**config.mk**
```make
export PLATFORM = sky130hd
export DESIGN_NAME = mem_arbiter
export DESIGN_NICKNAME = d
export VERILOG_FILES = /design/src/rtl/mem_arbiter.sv
export SDC_FILE = /design/constraint.sdc
export NUM_CORES = 1
export LEC_CHECK = 0
export ABC_AREA = 0
export BUFFER_PORTS_ARGS = -buffer_cell sky130_fd_sc_hd__buf_2
export CAP_MARGIN = 20
export CORE_AREA = 2 2 124 126
export CTS_BUF_LIST = sky130_fd_sc_hd__clkbuf_16
export CTS_CLUSTER_SIZE = 30
export DETAILED_ROUTE_END_ITERATION = 8
export DIE_AREA = 0 0 126 128
export HOLD_SLACK_MARGIN = 0.1
export PLACE_DENSITY = 0.75
export SYNTH_ARGS = -nofsm -noshare
export SYNTH_HDL_FRONTEND = slang
export SYNTH_SLANG_ARGS = --single-unit
```
**constraint.sdc**
```tcl
create_clock -name clk -period 3.1 [get_ports clk]
set_clock_uncertainty 0.15 [all_clocks]
set_input_delay 0.155 -clock clk [delete_from_list [all_inputs] [get_ports clk]]
set_output_delay 0.155 -clock clk [all_outputs]
set_load 0.02 [all_outputs]
```
**src/rtl/mem_arbiter.sv**
```systemverilog
// Two-port memory arbiter: a CPU port and a program-loader port share one
// single-port word memory. One access per SERVE cycle, ties broken against
// the port served last, acks are one-cycle pulses the cycle after service.
module mem_arbiter (
    input  logic        clk,
    input  logic        reset,
    input  logic        cpu_req,
    input  logic        cpu_we,
    input  logic [31:0] cpu_addr,
    input  logic [31:0] cpu_wdata,
    output logic        cpu_ack,
    output logic [31:0] cpu_rdata,
    output logic        cpu_stall,
    input  logic        ld_req,
    input  logic        ld_we,
    input  logic [31:0] ld_addr,
    input  logic [31:0] ld_wdata,
    output logic        ld_ack,
    output logic [31:0] ld_rdata,
    output logic        mem_we,
    output logic [15:0] mem_a,
    output logic [31:0] mem_d,
    input  logic [31:0] mem_spo,
    output logic        busy,
    output logic [15:0] cpu_cnt,
    output logic [15:0] ld_cnt
);

    typedef enum logic [1:0] {IDLE, SERVE_CPU, SERVE_LD} state_t;

    localparam logic PORT_CPU = 1'b0;
    localparam logic PORT_LD  = 1'b1;

    state_t      state_q, state_d;
    logic        last_q, last_d;
    logic        acc_we_q, acc_we_d;
    logic [15:0] acc_a_q, acc_a_d;
    logic [31:0] acc_d_q, acc_d_d;
    logic        cpu_ack_q, cpu_ack_d;
    logic        ld_ack_q, ld_ack_d;
    logic [31:0] cpu_rd_q, cpu_rd_d;
    logic [31:0] ld_rd_q, ld_rd_d;
    logic [15:0] cpu_cnt_q, cpu_cnt_d;
    logic [15:0] ld_cnt_q, ld_cnt_d;
    logic        cpu_elig, ld_elig;

    // Byte-offset and upper address bits are deliberately dropped.
    logic unused_addr;
    assign unused_addr = ^{cpu_addr[31:18], cpu_addr[1:0], ld_addr[31:18], ld_addr[1:0]};

    // A port currently being served is not eligible again: its ack is
    // already on the way, so its still-high req belongs to this access.
    assign cpu_elig = cpu_req && !cpu_ack_q && (state_q != SERVE_CPU);
    assign ld_elig  = ld_req  && !ld_ack_q  && (state_q != SERVE_LD);

    assign busy      = (state_q != IDLE);
    assign mem_we    = acc_we_q && busy && !reset;
    assign mem_a     = acc_a_q;
    assign mem_d     = acc_d_q;
    assign cpu_ack   = cpu_ack_q;
    assign ld_ack    = ld_ack_q;
    assign cpu_rdata = cpu_rd_q;
    assign ld_rdata  = ld_rd_q;
    assign cpu_cnt   = cpu_cnt_q;
    assign ld_cnt    = ld_cnt_q;
    assign cpu_stall = cpu_req && !cpu_ack_q;

    // Next-state arbitration, access latch on SERVE entry, ack/rdata/count
    // update at the end of each SERVE cycle.
    always_comb begin
        state_d   = IDLE;
        last_d    = last_q;
        acc_we_d  = acc_we_q;
        acc_a_d   = acc_a_q;
        acc_d_d   = acc_d_q;
        cpu_ack_d = 1'b0;
        ld_ack_d  = 1'b0;
        cpu_rd_d  = cpu_rd_q;
        ld_rd_d   = ld_rd_q;
        cpu_cnt_d = cpu_cnt_q;
        ld_cnt_d  = ld_cnt_q;

        unique case ({cpu_elig, ld_elig})
            2'b10:   state_d = SERVE_CPU;
            2'b01:   state_d = SERVE_LD;
            2'b11:   state_d = (last_q == PORT_LD) ? SERVE_CPU : SERVE_LD;
            default: state_d = IDLE;
        endcase

        if (state_d == SERVE_CPU) begin
            last_d   = PORT_CPU;
            acc_we_d = cpu_we;
            acc_a_d  = cpu_addr[17:2];
            acc_d_d  = cpu_wdata;
        end else if (state_d == SERVE_LD) begin
            last_d   = PORT_LD;
            acc_we_d = ld_we;
            acc_a_d  = ld_addr[17:2];
            acc_d_d  = ld_wdata;
        end

        if (state_q == SERVE_CPU) begin
            cpu_ack_d = 1'b1;
            if (!acc_we_q) cpu_rd_d = mem_spo;
            if (cpu_cnt_q != 16'hFFFF) cpu_cnt_d = cpu_cnt_q + 16'd1;
        end else if (state_q == SERVE_LD) begin
            ld_ack_d = 1'b1;
            if (!acc_we_q) ld_rd_d = mem_spo;
            if (ld_cnt_q != 16'hFFFF) ld_cnt_d = ld_cnt_q + 16'd1;
        end
    end

    // State and datapath registers; reset aborts any in-flight access unacked.
    always_ff @(posedge clk) begin
        if (reset) begin
            state_q   <= IDLE;
            last_q    <= PORT_LD;
            acc_we_q  <= 1'b0;
            acc_a_q   <= 16'h0;
            acc_d_q   <= 32'h0;
            cpu_ack_q <= 1'b0;
            ld_ack_q  <= 1'b0;
            cpu_rd_q  <= 32'h0;
            ld_rd_q   <= 32'h0;
            cpu_cnt_q <= 16'h0;
            ld_cnt_q  <= 16'h0;
        end else begin
            state_q   <= state_d;
            last_q    <= last_d;
            acc_we_q  <= acc_we_d;
            acc_a_q   <= acc_a_d;
            acc_d_q   <= acc_d_d;
            cpu_ack_q <= cpu_ack_d;
            ld_ack_q  <= ld_ack_d;
            cpu_rd_q  <= cpu_rd_d;
            ld_rd_q   <= ld_rd_d;
            cpu_cnt_q <= cpu_cnt_d;
            ld_cnt_q  <= ld_cnt_d;
        end
    end

endmodule

```
==> reports/metrics.cfg <==
[synth]
yosys-mux-area-fraction=0.0885
synth_seq_cells=150
yosys-top-cells-count=dfxtp_1 (150), nand2_1 (140), a21oi_1 (129)
synth_top_area_frac=0.477
synth.distinct_cells=54
synth_area_sq_um=6290
synth-edff-count=0
synth-simple-area-share=0.243
synth_top_family_by_area=simple AND/OR/NAND/NOR gates
syn_avg_cell_area_sq_um=8.20
synth_top_flop_cell=dfxtp_1
syn_inst=767
ys_seq_area_frac=0.477
synth.net_count=937
yosysMostFrequentCell=dfxtp_1
synth_xor_area_frac=0.00278
synth_compound_area_frac=0.142
synthTopCellsByArea=dfxtp_1 (48%), a21oi_1 (10%), nand2_1 (8.4%), mux2i_1 (8.0%), nor2_1 (7.0%)
synth_fa_ha_area_frac=0.00795
async_flop_share=0
yosys_warnings=0
synth_area_leader_cell=dfxtp_1

[status]
status=finished clean

[clock_tree]
cts.sinks=150
clk_latency_ps=410
cts_made_buffers=17
clock-root-buffer=clkbuf_16
cts_buffer_depth=2
cts_htree_levels=4
path_clk_slew_ps=60
cts_tree=done

[finish]
diodes=0
drive_above_1_share=0.300
fin_nets=1333
nFillCells=1153
final_cells=1363
syn2layout_area_growth_pct=55.5

[drt]
firstDrtPassIters=6
wl_per_cell_um=15.6
initialDrtViolationCount=384
detail-route-antenna-nets=0
via_per_inst=5.14
drt_wl_total_um=21300
num_vias=7012
drc=0

[grt]
grt_pass1_vias=6655
antenna_found_initial=0
grt_pass1_wl_um=33500
grt_max_degree=95
overflow=0
grt.total_usage=0.259

[sta]
fin_crit_ps=2920
drv_slew=0
clock.fmax_ghz=0.343
slew_headroom=0.538
final.setup.tns_ps=0
tightest_slew_ps=692
hold_viol_final=0
setup_viol=0
rsz0062_at_grt=false
post-route-period-util=0.941

[floorplan]
die_w_um=126
die-area_sq_um=16100
num_rows=45
die_h_um=128
pin_count=315
core_sq_um=14900
initial_core_util=0.423

[critical_path]
worst_ep_arrival_time_ps=3050
crit_chain=nor2b_1, a21o_1, a21o_1, ha_4, buf_12, mux2i_1, dlygate4sd3_1, nor2_1, a21oi_1, nor2_1
reg2reg_depth=10
worstSetupPathType=register to register
path_depth=10
worst_path_dominant_cell_family=buffers and inverters
start_kind=register
r2r_slack_ps=180
startpoint=cpu_ack
cp-end-kind=register
cp.buffers_inverters=2
worst_r2r_endpoint=mem_a[6]
worstPathRequired_ps=3230
critPathCapture=mem_a[6]
crit_slowest_cell=dlygate4sd3_1
timing.critical_path.fanout_max=22
cpPeakStageDelay_ps=630
reg2reg_from=cpu_ack

[power_and_ir_drop]
ir_drop_v=0.000407
p_sw_uw=1570
power_density_nw_per_um2=538
power_uw=5270
clkPwrFrac=0.364
switching_share=0.298
p_seq_frac=0.406
combPwrFrac=0.230
leakage_uw=0.00443
power.internal_uw=3690

[place]
hpwlAfterDp_um=12500
place_congestion=0.804
dpl.cell_count=1197
port_buffers=282

[flow_run]
maxCapViolations=0

[worst_hold_path]
hold_path_class=input port to register

power groups by stage:
stage          sequential, uW  clock, uW  combinational, uW
3_3_place_gp             2170          0                954
3_5_place_dp             2170          0                972
6_report                 2140       1920               1210
5_1_grt                  2150       2050               1300
2_1_floorplan            2330          0                454
4_1_cts                  2130       1950               1150
placed cells by master, fill, tap and decap left out, drive strengths merged, types with 15 or more instances in the layout:
cell type,instances
mux2i,50
clkbuf,17
dlygate4sd3,131
buf,296
nor2,117
dfxtp,150
inv,15
a21oi,129
nand2,140
how the worst min path moves through the flow:
stage | start | to | slack (ps) | depth (start not counted)
floorplan | mem_spo[27] | cpu_rdata[27] | 140 | 2
detailed placement | mem_spo[24] | ld_rdata[24] | 260 | 3
global route | reset | mem_a[12] | 130 | 2
finish | reset | acc_we_q | 130 | 2
CTS | reset | mem_a[6] | 110 | 2
global placement | mem_spo[4] | ld_rdata[4] | 260 | 3
layout make-up:
type / count / area, sq um / share of cell area
clock buffers: 17 / 425 / 0.0435
clock inverters: 14 / 126 / 0.0129
inverters: 9 / 33.8 / 0.00345
multi-input cells: 558 / 3080 / 0.315
flip-flops and latches: 150 / 3000 / 0.307
well taps: 188 / 235 / 0.0240
repair buffers: 427 / 2880 / 0.294
metal layers:
| layer | up-vias | GRT usage | share of wire |
|---|---|---|---|
| met3 | 56 | 0.0634 | 0.070 |
| met4 | 0 | 0.131 | 0.042 |
| met5 | - | 0 | 0 |
| met1 | 3217 | 0.308 | 0.40 |
| li1 | 3407 | - | - |
| met2 | 332 | 0.437 | 0.49 |
metrics by stage:
step | instance area (sq um) | hold WS, ps | setup WS [ps] | util
after global placement | 7880 | 259 | 629 | 0.530
after detailed placement | 7880 | 262 | 615 | 0.530
after floorplan | 6290 | 141 | 478 | -
after CTS | 9740 | 106 | 91.4 | 0.655
final | 9780 | 128 | 182 | 0.658
after global routing | 9780 | 133 | 48.6 | 0.658
state kept, by name, summed over array words and instances (netlist names):
| signal | cells |
|---|---|
| acc_we_q | 1 |
| cpu_ack | 1 |
| cpu_cnt | 16 |
| cpu_rdata | 32 |
| last_q | 1 |
| ld_ack | 1 |
| ld_cnt | 16 |
| ld_rdata | 32 |
| mem_a | 16 |
| mem_d | 32 |
| state_q | 2 |
cells by family after synthesis:
kind of cell | after synthesis
flops | 150
simple gates | 335
mux | 55
compound gates | 162
xor+xnor | 2
buf+inv | 59
fa+ha+maj | 4
what timing repair did:
action                                 4_1_cts  5_1_grt
gates resized for setup                      0        2
hold buffers                               131        0
endpoints found under the hold margin      114        0
buffers inserted                             0        4
setup endpoints to repair                    0       42
Power figures use the tool's default switching activity.
